## src/rtl/multicycle_ctrl.sv

```systemverilog
// Moore sequencing controller for the multi-cycle MIPS-subset datapath.
// Steps each instruction through fetch/decode/execute/memory/writeback over a shared memory port.
module multicycle_ctrl #(
   parameter int unsigned TIMEOUT = 15,
   parameter int unsigned CNT_W   = 32
) (
   input  logic             clk,
   input  logic             rst_n,
   input  logic [5:0]       opcode,
   input  logic             zero,
   input  logic             mem_ready,
   output logic             mem_read,
   output logic             mem_write,
   output logic             iord,
   output logic             ir_write,
   output logic             pc_write,
   output logic             pc_write_cond,
   output logic [1:0]       pc_source,
   output logic             alu_src_a,
   output logic [1:0]       alu_src_b,
   output logic [2:0]       alu_op,
   output logic             reg_dst,
   output logic             mem_to_reg,
   output logic             reg_write,
   output logic             illegal_op,
   output logic             halted,
   output logic [CNT_W-1:0] instr_retired
);

   typedef enum logic [3:0] {
      StReset, StFetch, StDecode, StExR, StExAddr, StExOri, StExBeq, StExJ,
      StMemRd, StMemWr, StWbR, StWbI, StWbLw, StHaltErr
   } state_e;

   localparam logic [5:0] OpRtype = 6'b000000;
   localparam logic [5:0] OpLw    = 6'b100011;
   localparam logic [5:0] OpSw    = 6'b101011;
   localparam logic [5:0] OpAddi  = 6'b001000;
   localparam logic [5:0] OpOri   = 6'b001101;
   localparam logic [5:0] OpBeq   = 6'b000100;
   localparam logic [5:0] OpJ     = 6'b000010;

   localparam logic [3:0] WaitLimit = 4'(TIMEOUT);

   state_e           state_q, state_d;
   logic [3:0]       wait_q, wait_d;
   logic [CNT_W-1:0] retired_q;
   logic             retire;

   // Branch decision is made in the datapath via pc_write_cond; the flag is not needed here.
   logic unused_zero;
   assign unused_zero = zero;

   assign instr_retired = retired_q;

   always_ff @(posedge clk or negedge rst_n) begin
      if (!rst_n) begin
         state_q   <= StReset;
         wait_q    <= '0;
         retired_q <= '0;
      end else begin
         state_q <= state_d;
         wait_q  <= wait_d;
         if (retire) retired_q <= retired_q + CNT_W'(1);
      end
   end

   always_comb begin
      state_d       = state_q;
      wait_d        = '0;
      retire        = 1'b0;
      mem_read      = 1'b0;
      mem_write     = 1'b0;
      iord          = 1'b0;
      ir_write      = 1'b0;
      pc_write      = 1'b0;
      pc_write_cond = 1'b0;
      pc_source     = 2'b00;
      alu_src_a     = 1'b0;
      alu_src_b     = 2'b00;
      alu_op        = 3'b000;
      reg_dst       = 1'b0;
      mem_to_reg    = 1'b0;
      reg_write     = 1'b0;
      illegal_op    = 1'b0;
      halted        = 1'b0;

      unique case (state_q)
         StReset: state_d = StFetch;
         StFetch: begin
            mem_read  = 1'b1;
            alu_src_b = 2'b01;
            if (mem_ready) begin
               ir_write = 1'b1;
               pc_write = 1'b1;
               state_d  = StDecode;
            end else if (wait_q == WaitLimit) begin
               state_d = StHaltErr;
            end else begin
               wait_d = wait_q + 4'd1;
            end
         end
         StDecode: begin
            alu_src_b = 2'b11;
            case (opcode)
               OpRtype:          state_d = StExR;
               OpLw, OpSw, OpAddi: state_d = StExAddr;
               OpOri:            state_d = StExOri;
               OpBeq:            state_d = StExBeq;
               OpJ:              state_d = StExJ;
               default: begin
                  illegal_op = 1'b1;
                  state_d    = StFetch;
               end
            endcase
         end
         StExR: begin
            alu_src_a = 1'b1;
            alu_op    = 3'b010;
            state_d   = StWbR;
         end
         StExAddr: begin
            alu_src_a = 1'b1;
            alu_src_b = 2'b10;
            // IR still holds the opcode, so the memory/immediate split is resolved here.
            if (opcode == OpLw)      state_d = StMemRd;
            else if (opcode == OpSw) state_d = StMemWr;
            else                     state_d = StWbI;
         end
         StExOri: begin
            alu_src_a = 1'b1;
            alu_src_b = 2'b10;
            alu_op    = 3'b011;
            state_d   = StWbI;
         end
         StExBeq: begin
            alu_src_a     = 1'b1;
            alu_op        = 3'b001;
            pc_write_cond = 1'b1;
            pc_source     = 2'b01;
            retire        = 1'b1;
            state_d       = StFetch;
         end
         StExJ: begin
            pc_write  = 1'b1;
            pc_source = 2'b10;
            retire    = 1'b1;
            state_d   = StFetch;
         end
         StMemRd, StMemWr: begin
            mem_read  = (state_q == StMemRd);
            mem_write = (state_q == StMemWr);
            iord      = 1'b1;
            if (mem_ready) begin
               if (state_q == StMemRd) begin
                  state_d = StWbLw;
               end else begin
                  retire  = 1'b1;
                  state_d = StFetch;
               end
            end else if (wait_q == WaitLimit) begin
               state_d = StHaltErr;
            end else begin
               wait_d = wait_q + 4'd1;
            end
         end
         StWbR, StWbI, StWbLw: begin
            reg_write  = 1'b1;
            reg_dst    = (state_q == StWbR);
            mem_to_reg = (state_q == StWbLw);
            retire     = 1'b1;
            state_d    = StFetch;
         end
         StHaltErr: halted = 1'b1;
         default:   state_d = StReset;
      endcase
   end

endmodule

```

## config.mk

```make
export PLATFORM = sky130hd
export DESIGN_NAME = multicycle_ctrl
export DESIGN_NICKNAME = d
export VERILOG_FILES = /design/src/rtl/multicycle_ctrl.sv
export SDC_FILE = /design/constraint.sdc
export NUM_CORES = 1
export LEC_CHECK = 0
export ABC_AREA = 1
export ABC_CLOCK_PERIOD_IN_PS = 2000
export CAP_MARGIN = 20
export CORE_UTILIZATION = 41
export CTS_CLUSTER_DIAMETER = 80
export DETAILED_ROUTE_END_ITERATION = 8
export GPL_ROUTABILITY_DRIVEN = 0
export PLACE_DENSITY = 0.67
export REMOVE_ABC_BUFFERS = 1
export SETUP_SLACK_MARGIN = 0.2
export SYNTH_ARGS = -nofsm -noshare
export SYNTH_HDL_FRONTEND = slang
export SYNTH_SLANG_ARGS = --single-unit
export TNS_END_PERCENT = 5
```

## constraint.sdc

```tcl
create_clock -name clk -period 2 [get_ports clk]
set_input_delay 0.5 -clock clk [delete_from_list [all_inputs] [get_ports clk]]
set_output_delay 0.5 -clock clk [all_outputs]
set_load 0.02 [all_outputs]
```

==> impl_metrics.sql, run 1 <==
INSERT INTO impl_metrics (metric_group, metric, value, unit) VALUES
('power', 'irDropWorstVdd', '0.000471', 'V'),
('timing', 'timing.final.crit_share', '97.4', '%'),
('synthesis', 'yosys.area_share.xor_xnor', '5.01', '%'),
('status', 'violations', 'design-rule violations', ''),
('grt', 'grt_start_max_net_pins', '35', ''),
('worst_setup_path', 'r2r_path_start', 'state_q[2]', ''),
('route', 'totalWireLength', '8170', 'µm'),
('route', 'post_drt_wl_per_cell', '13.0', 'µm'),
('place', 'hpwl_after_dpl', '5850', 'µm'),
('cts', 'ctsRootBufferMaster', 'sky130_fd_sc_hd__clkbuf_8', ''),
('grt', 'grt_first_pass_wirelength', '12900', 'µm'),
('route', 'num_vias', '3119', ''),
('timing', 'layout_min_cycle_time', '1.95', 'ns'),
('route', 'final_antenna_net_count', '0', ''),
('place', 'portBuffers', '58', ''),
('timing', 'final_hold_viol_count', '0', ''),
('power', 'p_total', '3660', 'µW'),
('floorplanning', 'std_cell_core_area', '6460', 'µm²'),
('route', 'drt-vias-per-instance', '4.97', ''),
('synthesis', 'main_combinational_cell_family_by_area_after_synthesis', 'simple AND/OR/NAND/NOR gates', ''),
('worst_setup_path', 'worstRegToRegCells', '12', ''),
('route', 'drc', '3', ''),
('floorplanning', 'dieArea', '7160', 'µm²'),
('timing', 'setup-violations-final', '0', ''),
('place', 'dpl_cell_area', '3630', 'µm²'),
('cts', 'clock_tree_from_tritoncts', 'yes', ''),
('cells_and_area', 'flow.area_growth_from_synthesis', '39.4', '%'),
('synthesis', 'seq_area_frac_synth', '35.8', '%'),
('worst_setup_path', 'cp.arrival', '1.45', 'ns'),
('cts', 'clock_sink_count', '40', ''),
('cts', 'clk_pin_slew', '0.08', 'ns'),
('grt', 'grt-ovfl-total', '0', ''),
('synthesis', 'post_synth_and_or_nand_nor_area_fraction', '46.5', '%'),
('floorplanning', 'fp.dieW', '84.6', 'µm'),
('synthesis', 'yosys.cell_types.count', '25', ''),
('timing', 'rsz0062_at_grt', 'true', ''),
('cells_and_area', 'final_area', '3900', 'µm²'),
('cts', 'cts-htree-levels', '2', ''),
('floorplanning', 'initial_utilization', '43.3', '%'),
('timing', 'skew', '0.00787', 'ns'),
('synthesis', 'mappedNetlistArea', '2800', 'µm²'),
('worst_hold_path', 'holdCritPathClass', 'input port to asynchronous set/reset pin', ''),
('worst_setup_path', 'crit_path_max_incr_delay', '0.66', 'ns'),
('status', 'result_of_the_run', 'complete, but fails checks', ''),
('cts', 'holdBufCountCts', '0', ''),
('timing', 'final.setup.worst_slack', '0.0526', 'ns'),
('worst_setup_path', 'critPathRequiredTime', '1.50', 'ns'),
('route', 'drt_first_iter_violations', '203', ''),
('timing', 'slew_viol_final', '0', ''),
('grt', 'grt_pass1_vias', '2835', ''),
('synthesis', 'synth_compound_area_share', '2.15', '%'),
('synthesis', 'yosysWarnings', '0', ''),
('cts', 'clock_latency', '0.29', 'ns'),
('cells_and_area', 'layout_common_cells', 'sky130_fd_sc_hd__nand2_1, sky130_fd_sc_hd__nor2_1, sky130_fd_sc_hd__inv_1', ''),
('timing', 'max_freq', '0.514', 'GHz'),
('cells_and_area', 'fillerInstances', '640', ''),
('worst_setup_path', 'crit_slowest_cell', 'sky130_fd_sc_hd__clkdlybuf4s50_1', ''),
('worst_setup_path', 'start_kind', 'register', ''),
('cells_and_area', 'post_layout_instance_count_excluding_filler_cells', '627', ''),
('floorplanning', 'die_height', '84.6', 'µm'),
('synthesis', 'synth.mux.area_fraction', '0', '%'),
('synthesis', 'synth.ff_latch_count', '40', ''),
('timing', 'tns', '0', 'ns'),
('power', 'power.leakage', '0.00193', 'µW'),
('grt', 'antenna_found_initial', '0', ''),
('worst_setup_path', 'cpLargestDelayFamily', 'buffers and inverters', ''),
('power', 'cellPowerDensity', '937', 'nW/µm²'),
('worst_setup_path', 'path_cells', 'clkdlybuf4s50_1', ''),
('cells_and_area', 'nNetsFinal', '561', ''),
('worst_setup_path', 'worst-r2r-setup-slack', '0.20', 'ns'),
('place', 'dpl.cell_count', '607', '');
==> routing by layer <==
layer,vias to the layer above,part of all wire [%],track usage (%)
met3,10,5.4,3.24
li1,1582,-,-
met1,1432,47,31.0
met5,-,0,0
met2,95,46,36.7
met4,0,1.5,6.32
==> per-stage QoR <==
| step | utilization [%] | hold slack (ns) |
|---|---|---|
| finish | 60.4 | 0.162 |
| global route | 60.4 | 0.195 |
| CTS | 58.7 | 0.172 |
| detailed placement | 56.3 | 0.466 |
| global placement | 56.3 | 0.458 |
| floorplan | - | 0.204 |
==> report_power, final <==
part / internal [µW] / switching, µW / total [µW] / leakage [µW]
sequential: 908 / 107 / 1020 / 0.000547
combinational: 817 / 1170 / 1990 / 0.00133
clock: 370 / 282 / 652 / 0.0000552
==> cells in the mapped netlist <==
cell type	instances	area, µm²
sky130_fd_sc_hd__xnor2_1	7	61.3
sky130_fd_sc_hd__o21ai_0	8	40.0
sky130_fd_sc_hd__nand3_1	31	155
sky130_fd_sc_hd__buf_2	1	5.00
sky130_fd_sc_hd__dfrtp_1	40	1000
sky130_fd_sc_hd__buf_6	2	22.5
sky130_fd_sc_hd__o211ai_1	1	7.51
sky130_fd_sc_hd__ha_1	2	25.0
sky130_fd_sc_hd__nor2_2	5	31.3
sky130_fd_sc_hd__nor3_1	4	20.0
sky130_fd_sc_hd__inv_2	3	11.3
sky130_fd_sc_hd__xor2_1	9	78.8
sky130_fd_sc_hd__buf_4	4	30.0
sky130_fd_sc_hd__a211oi_1	1	7.51
sky130_fd_sc_hd__nand2_1	188	706
sky130_fd_sc_hd__nand3b_1	2	15.0
sky130_fd_sc_hd__inv_4	1	6.26
sky130_fd_sc_hd__nand2_2	2	12.5
sky130_fd_sc_hd__nand2_4	1	11.3
sky130_fd_sc_hd__inv_1	51	191
sky130_fd_sc_hd__a21oi_1	1	5.00
sky130_fd_sc_hd__nor2_1	77	289
sky130_fd_sc_hd__nand4_1	8	50.1
sky130_fd_sc_hd__nor2_4	1	11.3
sky130_fd_sc_hd__conb_1	1	3.75
==> logic make-up (layout without fill, tap and decap cells) <==
logic type | Yosys count | after routing
other | 1 | 1
DFF | 40 | 40
xor gates and xnor gates | 16 | 16
adders and majority gates | 2 | 2
and+or+nand+nor | 319 | 322
AOI/OAI and AO/OA | 11 | 11
buffers and inverters | 62 | 158
==> sequential cells by signal, summed over array words and instances, names as in the netlist <==
name,count
wait_q,4
state_q,4
instr_retired,32
==> worst max path at each step <==
stage / start / endpoint / cells past startpoint
after floorplan: state_q[1] / pc_write / 5
after global placement: opcode[5] / illegal_op / 8
after detailed placement: opcode[5] / illegal_op / 8
after CTS: state_q[3] / pc_write / 6
after global routing: state_q[2] / pc_write / 6
final: instr_retired[12] / instr_retired[12] / 1
==> area by class of cell <==
type | count | area, µm² | share of cell area (%)
timing repair buffer | 94 | 803 | 20.6
multi-input combinational | 352 | 1670 | 42.7
inverter | 55 | 219 | 5.61
clock inverter | 2 | 35.0 | 0.898
sequential | 40 | 1000 | 25.7
clock buffer | 6 | 72.6 | 1.86
tap | 77 | 96.3 | 2.47
timing repair inverter | 1 | 8.76 | 0.225
==> timing repair <==
item / in CTS / in global routing
gates resized for setup: 117 / 12
cloned: 0 / 4
endpoints found under the hold margin: 0 / 0
setup endpoints to repair: 68 / 82
setup buffers: 5 / 3
pin swaps: 7 / 6
(Power assumes the default switching activity.)
==> inputs of run 2 (changes only) <==
--- a/config.mk
+++ b/config.mk
@@ -8,6 +8,7 @@
 export ABC_AREA = 1
 export ABC_CLOCK_PERIOD_IN_PS = 2000
 export CAP_MARGIN = 20
+export CORE_MARGIN = 2
 export CORE_UTILIZATION = 41
 export CTS_CLUSTER_DIAMETER = 80
 export DETAILED_ROUTE_END_ITERATION = 8
==> impl_metrics.sql, run 2 (synthesis gave the netlist of run 1 again) <==
INSERT INTO impl_metrics (metric_group, metric, value, unit) VALUES
('grt', 'antenna_found_initial', '0', ''),
('worst_setup_path', 'crit_path_max_incr_delay', '0.40', 'ns'),
('worst_setup_path', 'worst-setup-path-type', 'register to primary output', ''),
('cells_and_area', 'share_of_final_layout_standard_cells_stronger_than_drive_strength_1', '18.4', '%'),
('timing', 'skew', '0.0104', 'ns'),
('worst_hold_path', 'holdCritPathClass', 'input port to asynchronous set/reset pin', ''),
('power', 'power.leakage', '0.00189', 'µW'),
('worst_setup_path', 'crit_fanout', '5', ''),
('floorplanning', 'ioPinCount', '61', ''),
('cells_and_area', 'flow.area_growth_from_synthesis', '36.3', '%'),
('floorplanning', 'initial_utilization', '41.9', '%'),
('route', 'detailedRoute.firstPassIterationCount', '4', ''),
('floorplanning', 'std_cell_rows', '30', ''),
('floorplanning', 'dieArea', '7500', 'µm²'),
('worst_setup_path', 'critical_path.endpoint_type', 'primary output', ''),
('worst_setup_path', 'path_cells', 'buf_6, inv_4, buf_6, nor2_4, nand2_1, inv_1, buf_2', ''),
('worst_setup_path', 'worstSetupStartpoint', 'state_q[3]', ''),
('grt', 'grt-ovfl-total', '0', ''),
('route', 'drc', '0', ''),
('cts', 'clock_tree_from_tritoncts', 'yes', ''),
('timing', 'timing.final.crit_share', '96.9', '%'),
('route', 'drt-vias-per-instance', '4.79', ''),
('cts', 'holdBufCountCts', '0', ''),
('worst_setup_path', 'cpLargestDelayFamily', 'buffers and inverters', ''),
('timing', 'final_hold_viol_count', '0', ''),
('worst_setup_path', 'worstRegToRegCells', '11', ''),
('place', 'dpl.cell_count', '612', ''),
('worst_setup_path', 'cp.arrival', '1.44', 'ns'),
('power', 'irDropWorstVdd', '0.000415', 'V'),
('timing', 'slew_viol_final', '0', ''),
('place', 'hpwl_after_dpl', '5690', 'µm'),
('timing', 'layout_min_cycle_time', '1.94', 'ns'),
('worst_setup_path', 'timing.rr.end', 'instr_retired[27]', ''),
('cells_and_area', 'largest_reg_flops', '32', ''),
('cts', 'clock_sink_count', '40', ''),
('cells_and_area', 'n_antenna_cell', '0', ''),
('status', 'result_of_the_run', 'complete, no violations', ''),
('grt', 'gr_usage_total', '20.7', '%'),
('cells_and_area', 'layout_commonest_cell', 'sky130_fd_sc_hd__nand2_1', ''),
('cts', 'clk_pin_slew', '0.07', 'ns'),
('worst_setup_path', 'critical_path.most_common_cell', 'sky130_fd_sc_hd__buf_6', ''),
('worst_setup_path', 'critPathRequiredTime', '1.50', 'ns'),
('floorplanning', 'die_height', '86.6', 'µm'),
('cts', 'ctsRootBufferMaster', 'sky130_fd_sc_hd__clkbuf_8', ''),
('timing', 'rsz0062_at_grt', 'true', ''),
('cts', 'cts-htree-levels', '2', ''),
('route', 'final_antenna_net_count', '0', ''),
('power', 'cellPowerDensity', '881', 'nW/µm²'),
('worst_setup_path', 'crit_slowest_cell', 'sky130_fd_sc_hd__dfrtp_1', ''),
('route', 'totalWireLength', '7340', 'µm'),
('flow_run', 'max-cap-violations', '0', ''),
('worst_setup_path', 'wp_buf_inv', '5', ''),
('cells_and_area', 'fillerInstances', '658', ''),
('cells_and_area', 'nNetsFinal', '555', ''),
('power', 'p_total', '3360', 'µW'),
('grt', 'grt_start_max_net_pins', '41', ''),
('floorplanning', 'fp.dieW', '86.6', 'µm'),
('timing', 'max_freq', '0.516', 'GHz'),
('cts', 'clock_latency', '0.29', 'ns'),
('worst_setup_path', 'critPathCapture', 'iord', ''),
('cells_and_area', 'layout_common_cells', 'sky130_fd_sc_hd__nand2_1, sky130_fd_sc_hd__nor2_1, sky130_fd_sc_hd__inv_1', ''),
('cts', 'cts_max_path_buffers', '2', ''),
('route', 'drt_first_iter_violations', '209', ''),
('worst_setup_path', 'start_kind', 'register', ''),
('grt', 'grt_first_pass_wirelength', '12500', 'µm'),
('floorplanning', 'std_cell_core_area', '6680', 'µm²'),
('worst_setup_path', 'r2r_path_start', 'state_q[2]', ''),
('cts', 'cts_buffers', '5', ''),
('grt', 'grt_pass1_vias', '2732', ''),
('worst_setup_path', 'worst-r2r-setup-slack', '0.18', 'ns'),
('timing', 'setup-violations-final', '0', ''),
('cells_and_area', 'post_layout_instance_count_excluding_filler_cells', '624', ''),
('place', 'portBuffers', '58', ''),
('route', 'post_drt_wl_per_cell', '11.8', 'µm'),
('worst_setup_path', 'worstSetupPathDepth', '7', ''),
('route', 'num_vias', '2988', '');
-- run 2: changes by cell type in the layout (fill, tap and decap cells not counted), sizes merged --
cell / before / now
dlymetal6s2s: 0 / 1
clkbuf: 8 / 14
nand2: 194 / 191
clkdlybuf4s15: 5 / 4
clkdlybuf4s50: 32 / 31
buf: 53 / 49
clkinv: 2 / 0
bufinv: 1 / 0
dlygate4sd2: 2 / 1
-- run 2: how the worst min path moves through the flow --
stage | from | endpoint | slack (ns) | cells past startpoint
global route | rst_n | instr_retired[22] | 0.18 | 2
CTS | rst_n | instr_retired[22] | 0.17 | 2
floorplan | rst_n | instr_retired[0] | 0.20 | 0
detailed placement | wait_q[0] | wait_q[0] | 0.47 | 1
global placement | wait_q[0] | wait_q[0] | 0.46 | 1
finish | rst_n | instr_retired[22] | 0.17 | 2
-- run 2: power by group --
group,internal (µW),switching [µW]
Combinational,728,1060
Sequential,908,108
Clock,281,271
-- run 2: stage by stage --
step | TNS [ns] | cell area (µm²) | util [%] | hold WS [ns] | worst slack, ns
finish | 0 | 3810 | 57.1 | 0.167 | 0.0619
floorplan | 0 | 2740 | - | 0.204 | 0.115
detailed placement | -1.75 | 3650 | 54.7 | 0.471 | -0.654
global placement | -1.65 | 3650 | 54.7 | 0.460 | -0.583
global route | -0.00407 | 3810 | 57.1 | 0.177 | -0.00407
CTS | 0 | 3750 | 56.2 | 0.174 | 0.0497
-- run 2: area by class of cell --
class | count | area (µm²) | area share, %
clock buffers | 8 | 90.1 | 2.36
inverters | 55 | 214 | 5.61
multi-input cells | 349 | 1630 | 42.8
flip-flops and latches | 40 | 1000 | 26.2
well taps | 80 | 100 | 2.62
repair buffers | 92 | 776 | 20.3
-- run 2: timing repair --
item	4_1_cts	5_1_grt
resized for setup	95	40
setup endpoints to repair	50	80
pin swaps	6	15
buffers inserted	0	4
-- run 2: per-layer routing --
metal | part of all wire (%) | vias up | track usage (%)
li1 | - | 1565 | -
met1 | 49 | 1354 | 30.3
met2 | 46 | 64 | 32.1
met3 | 4.6 | 5 | 3.43
met4 | 0.64 | 0 | 4.97
met5 | 0 | - | 0
